--- config.mk ---
export PLATFORM = sky130hd
export DESIGN_NAME = uart_mmio_ctrl
export DESIGN_NICKNAME = d
export VERILOG_FILES = /design/src/rtl/uart_mmio_ctrl_pkg.sv /design/src/rtl/uart_addr_decode.sv /design/src/rtl/uart_mmio_ctrl.sv
export SDC_FILE = /design/constraint.sdc
export NUM_CORES = 1
export LEC_CHECK = 0
export ABC_AREA = 1
export CAP_MARGIN = 5
export CORE_AREA = 2 2 51 53
export DETAILED_ROUTE_END_ITERATION = 10
export DIE_AREA = 0 0 53 55
export GPL_TIMING_DRIVEN = 0
export PLACE_DENSITY_LB_ADDON = 0.2
export SYNTH_ARGS = -nofsm -noshare
export SYNTH_HDL_FRONTEND = slang
export SYNTH_SLANG_ARGS = --single-unit
--- constraint.sdc ---
create_clock -name vclk -period 1.4
set_input_delay 0.21 -clock vclk [all_inputs]
set_output_delay 0.21 -clock vclk [all_outputs]
set_load 0.03 [all_outputs]
--- src/rtl/uart_mmio_ctrl_pkg.sv ---
// Shared opcode encodings (MIPS) and UART memory-map constants for the MMIO decoder.
package uart_mmio_ctrl_pkg;

   localparam logic [5:0] OP_LB  = 6'h20;
   localparam logic [5:0] OP_LH  = 6'h21;
   localparam logic [5:0] OP_LW  = 6'h23;
   localparam logic [5:0] OP_LBU = 6'h24;
   localparam logic [5:0] OP_LHU = 6'h25;
   localparam logic [5:0] OP_SB  = 6'h28;
   localparam logic [5:0] OP_SH  = 6'h29;
   localparam logic [5:0] OP_SW  = 6'h2B;

   localparam logic [3:0] UART_REGION = 4'h8;

   localparam logic [3:0] UART_OFF_TX_CTRL = 4'h0;
   localparam logic [3:0] UART_OFF_RX_CTRL = 4'h4;
   localparam logic [3:0] UART_OFF_TX_DATA = 4'h8;
   localparam logic [3:0] UART_OFF_RX_DATA = 4'hC;

   typedef enum logic [1:0] {
      REG_TX_CTRL = UART_OFF_TX_CTRL[3:2],
      REG_RX_CTRL = UART_OFF_RX_CTRL[3:2],
      REG_TX_DATA = UART_OFF_TX_DATA[3:2],
      REG_RX_DATA = UART_OFF_RX_DATA[3:2]
   } uart_reg_e;

   function automatic logic is_load_op(input logic [5:0] op);
      return (op == OP_LB) || (op == OP_LH) || (op == OP_LW) ||
             (op == OP_LBU) || (op == OP_LHU);
   endfunction

   function automatic logic is_store_op(input logic [5:0] op);
      return (op == OP_SB) || (op == OP_SH) || (op == OP_SW);
   endfunction

endpackage

--- src/rtl/uart_addr_decode.sv ---
// Classifies the memory-stage opcode and checks whether the address lands on
// a word-aligned UART register; bits [27:4] of the address are don't-care.
module uart_addr_decode
   import uart_mmio_ctrl_pkg::*;
(
   input  logic [3:0] addr_region,
   input  logic [3:0] addr_low,
   input  logic [5:0] opcode,
   output logic       is_load,
   output logic       is_store,
   output logic       hit,
   output uart_reg_e  reg_sel
);

   always_comb begin
      is_load  = is_load_op(opcode);
      is_store = is_store_op(opcode);
      hit      = (addr_region == UART_REGION) && (addr_low[1:0] == 2'b00) &&
                 (is_load || is_store);
      reg_sel  = uart_reg_e'(addr_low[3:2]);
   end

endmodule

--- src/rtl/uart_mmio_ctrl.sv ---
// UART MMIO access decoder: strobes TX/RX on stores/loads to the UART registers
// and steers the load-data path. Purely combinational; reset only forces idle outputs.
module uart_mmio_ctrl
   import uart_mmio_ctrl_pkg::*;
(
   input  logic        Clock,
   input  logic        Reset_n,
   input  logic [31:0] ALUOut,
   input  logic [5:0]  opcode,
   input  logic        DataInReady,
   input  logic        DataOutValid,
   input  logic [7:0]  UARTDataOut,
   output logic        DataInValid,
   output logic        DataOutReady,
   output logic [31:0] UARTCtrOut,
   output logic        UARTCtr
);

   logic      is_load;
   logic      is_store;
   logic      hit;
   uart_reg_e reg_sel;

   // The clock is kept only so this block drops into the same port shape as its peers.
   logic unused_clock;
   assign unused_clock = Clock;

   uart_addr_decode u_decode (
      .addr_region (ALUOut[31:28]),
      .addr_low    (ALUOut[3:0]),
      .opcode      (opcode),
      .is_load     (is_load),
      .is_store    (is_store),
      .hit         (hit),
      .reg_sel     (reg_sel)
   );

   always_comb begin
      DataInValid  = 1'b0;
      DataOutReady = 1'b0;
      UARTCtr      = 1'b0;
      UARTCtrOut   = ALUOut;
      if (Reset_n && hit) begin
         if (is_load) begin
            case (reg_sel)
               REG_TX_CTRL: begin
                  UARTCtrOut = {31'b0, DataInReady};
                  UARTCtr    = 1'b1;
               end
               REG_RX_CTRL: begin
                  UARTCtrOut = {31'b0, DataOutValid};
                  UARTCtr    = 1'b1;
               end
               REG_RX_DATA: begin
                  // Load width/sign are ignored: the received byte is always zero-extended.
                  UARTCtrOut   = {24'b0, UARTDataOut};
                  UARTCtr      = 1'b1;
                  DataOutReady = 1'b1;
               end
               default: ;
            endcase
         end else if (is_store && (reg_sel == REG_TX_DATA)) begin
            DataInValid = 1'b1;
         end
      end
   end

endmodule

# Yosys cells after proc, flatten, opt, wreduce, memory -nomap -nowiden
# Index checks and enable logic that the tools add are counted.
# word_totals
out_inout_bits	35
word_cells	38
reg_bits	0
# classes
n_mux	12
reduce_logical	14
eq_ne	12
# op_table
cell	count
$pmux W32 S3	1
$mux W32	2
$eq A6 B6 Y1 const B	8
$mux W1	9
$logic_or A1 B1 Y1	7
$eq A2 B2 Y1 const B	2
$eq A4 B4 Y1 const B	1
$logic_and A1 B1 Y1	4
$logic_not A2 Y1	2
$reduce_or A3 Y1	1
$eq A2 B1 Y1 const B	1

# Logic depth before layout (Yosys ltp)
# depth
depth_word	9
depth_mapped	8
depth_no_buf	7

# Modules after synthesis
# A second synthesis with hierarchy kept.
# hier_totals
cells_unflattened	107
hier_area_um2	495.5
# by_module_without_submodules
module	area_each_um2	instances	cells_per_inst
uart_mmio_ctrl	391.6	1	89
uart_addr_decode	103.8	1	18

# Worst setup path after synthesis
# No wires, ideal clock.
# synth_path
path_type	input -> output
start	input ALUOut[29]
end	output DataInValid
path_slack_ps	-150
arrival_time_ps	1340
stages	4
cell_sequence	nor2_1 -> nand2_1 -> nor2_4 -> nor3b_1
# synth_via
elab_chain_cells	5
# synth_lines
item	line_no	text
start: declaration	uart_mmio_ctrl.sv:8	input logic [31:0] ALUOut,
$eq A4 B4 Y1	uart_addr_decode.sv:18	hit = (addr_region == UART_REGION) && (addr_low[1:0] == 2'b00) &&
$logic_and A1 B1 Y1 (2 in a row)	uart_addr_decode.sv:18	
$logic_and A1 B1 Y1	uart_mmio_ctrl.sv:43	if (Reset_n && hit) begin
$mux W1	uart_mmio_ctrl.sv:43	
end: declaration	uart_mmio_ctrl.sv:13	output logic DataInValid,
# Every way passes these cells.

# Final worst setup path
# layout_path
start	input ALUOut[29]
end	output UARTCtrOut[19]
# layout_via
elab_chain_cells	5
# layout_lines
item	line_no	text
$eq A4 B4 Y1	uart_addr_decode.sv:18	
$logic_and A1 B1 Y1 (2 in a row)	uart_addr_decode.sv:18	
$logic_and A1 B1 Y1	uart_mmio_ctrl.sv:43	
$mux W32	uart_mmio_ctrl.sv:43	
end: declaration	uart_mmio_ctrl.sv:15	output logic [31:0] UARTCtrOut,
# Every way passes these cells.

==> impl_metrics.tcl <==
set metrics [dict create \
    status "finished with violations" \
    violations "negative setup slack" \
    io-pin-count 85 \
    n_antenna_cell 0 \
    antenna_found_initial 0 \
    grt_overflow 0 \
    comb_power_share_pct 100.0 \
    drv_slew 0 \
    p_int_w 0.0002492 \
    via_per_inst 4.149 \
    nClkBuffers 0 \
    p_sw_share_pct 47.36 \
    clock.fmax_mhz 678.7 \
    worst_slew_pin_slew_ns 0.3142 \
    syn_nets 155 \
    path_class "in -> out" \
    grt_pass1_vias 794 \
    ys_warn_count 0 \
    fin_crit_sh_pct 105.2 \
    required_ns 1.19 \
    wl_per_cell_um 10.92 \
    route.antenna.remaining_nets 0 \
    place_congestion 0.6611 \
    dr.pass1.iters 4 \
    fill_cells 223 \
    fin_tns_setup_ns -1.219 \
    rsz0062_at_grt "yes" \
    p_per_area_nw_per_um2 287.0 \
    power.ir.vdd_worst_mv 0.1855 \
    fp.dieW_um 53 \
    start_util_pct 19.63 \
    hold_viol_final 0 \
    drt-initial-drc-count 2 \
    vias 975 \
    fin_crit_ns 1.473 \
    placed_cells 219 \
    area_growth_pct 255.3 \
    seqCellArea_um2 0 \
    grt_max_degree 7 \
    cap_violations 0 \
    postSynthAreaPerCell_um2 4.421 \
    fin_nets 257 \
    p_sw_w 0.0002242 \
    grtUsageTotal_pct 13.89 \
    pre_cts_slack_ns -1.090 \
    setup_viol 24 \
    cp_max_fo 6 \
    cp_data_arrival_time_ns 1.26 \
    core_um2 2365 \
    cts_hold_buffers 0 \
    drc 0 \
    netlist-cell-type-count 13 \
    leakagePower_nw 0.8559 \
    cp-end-kind "output port" \
    ys_seq_area_share_pct 0 \
    row_count 18 \
    postSynthCellCount 105 \
    cp-start-kind "input pin" \
    final_cells 235 \
    slew_headroom_pct 78.99 \
    die_area_um2 2915 \
    port_buffers 84 \
    hold_path_class "in -> out" \
    p_seq_share_pct 0 \
    worst_slack_ns -0.07334 \
    hpwl_um 1723 \
    wirelength_um 2567 \
    pwr-share-clk_pct 0 \
    die_h_um 55 \
    grt_pass1_wl_um 3180 \
    syn-cell-area_um2 464.2 \
    drive_above_1_share_pct 51.71 \
    flops_and_latches 0 \
]
## per-layer routing
layer / part of all wire [%] / global-route usage (%)
met1: 31 / 13.16
met4: 0 / 0
met2: 54 / 30.21
met3: 15 / 4.570
met5: 0 / 0
## cell families after synthesis
kind of cell | synth area share (%)
buf+inv | 33.69
simple gates | 66.31
## placed cells by master (no fill, tap or decap), types with 2 or more instances in the layout
cell             synthesis  routed
buf_2                    0      11
buf_4                    0      10
nand3_2                  0       2
nor2_2                   1       9
inv_2                    0       3
inv_1                   31      28
clkbuf_1                 2       2
clkdlybuf4s50_1          0      36
nand2_1                 23      17
clkbuf_2                 0       2
nand2_2                  1       6
nor2_4                   3      17
nand3_1                 11       8
buf_6                    2      40
nor2_1                  27       5
## layout make-up
class | count | area [um^2] | area share [%]
tap | 30 | 37.54 | 2.276
timing repair buffer | 100 | 963.4 | 58.42
multi-input combinational | 69 | 491.7 | 29.82
buffer | 5 | 40.04 | 2.428
inverter | 31 | 116.4 | 7.056
## power by group through the flow
stage | registers (W) | clock network (W) | logic (W)
finish | 0 | 0 | 0.000473
global route | 0 | 0 | 0.000500
CTS | 0 | 0 | 0.000430
detailed placement | 0 | 0 | 0.000410
global placement | 0 | 0 | 0.000405
floorplan | 0 | 0 | 0.000168
## Yosys cell counts (all sizes together)
library cell,count,area (um^2)
buf,2,22.52
clkbuf,2,7.510
dlygate4sd3,1,10.01
inv,31,116.4
nand2,24,92.59
nand3,11,55.05
nand4,1,6.260
nor2,31,141.4
nor3,1,5.000
nor3b,1,7.510
## worst paths after layout
kind	startpoint	endpoint	slack [ns]	depth (start not counted)
setup / recovery	ALUOut[29]	UARTCtrOut[19]	-0.07	9
hold / removal	ALUOut[0]	UARTCtrOut[0]	0.73	4
## worst max-delay path, stage by stage
cell and delay [ns]:
buf_8 0.10, nor2_4 0.09, nand2_2 0.07, nor2_4 0.16, nand2_4 0.07, nor2_4 0.19
buf_6 0.19, nor2_2 0.05, buf_6 0.13
## metrics by stage
step | power [W] | cell area (um^2) | utilization (%) | hold slack, ns
final | 0.0004733 | 1649 | 69.74 | 0.7263
after global routing | 0.0005003 | 1649 | 69.74 | 0.7360
after CTS | 0.0004302 | 1481 | 62.65 | 0.7285
after detailed placement | 0.0004104 | 1348 | 56.98 | 1.473
after global placement | 0.0004052 | 1348 | 56.98 | 1.474
after floorplan | 0.0001682 | 469.2 | - | 0.5419
## what timing repair did
item	CTS	global route
cloned	2	0
setup endpoints to repair	35	32
pin swaps	23	16
resized for setup	292	42
buffers inserted	9	5
Note: power is estimated with default switching activity, not from simulation.
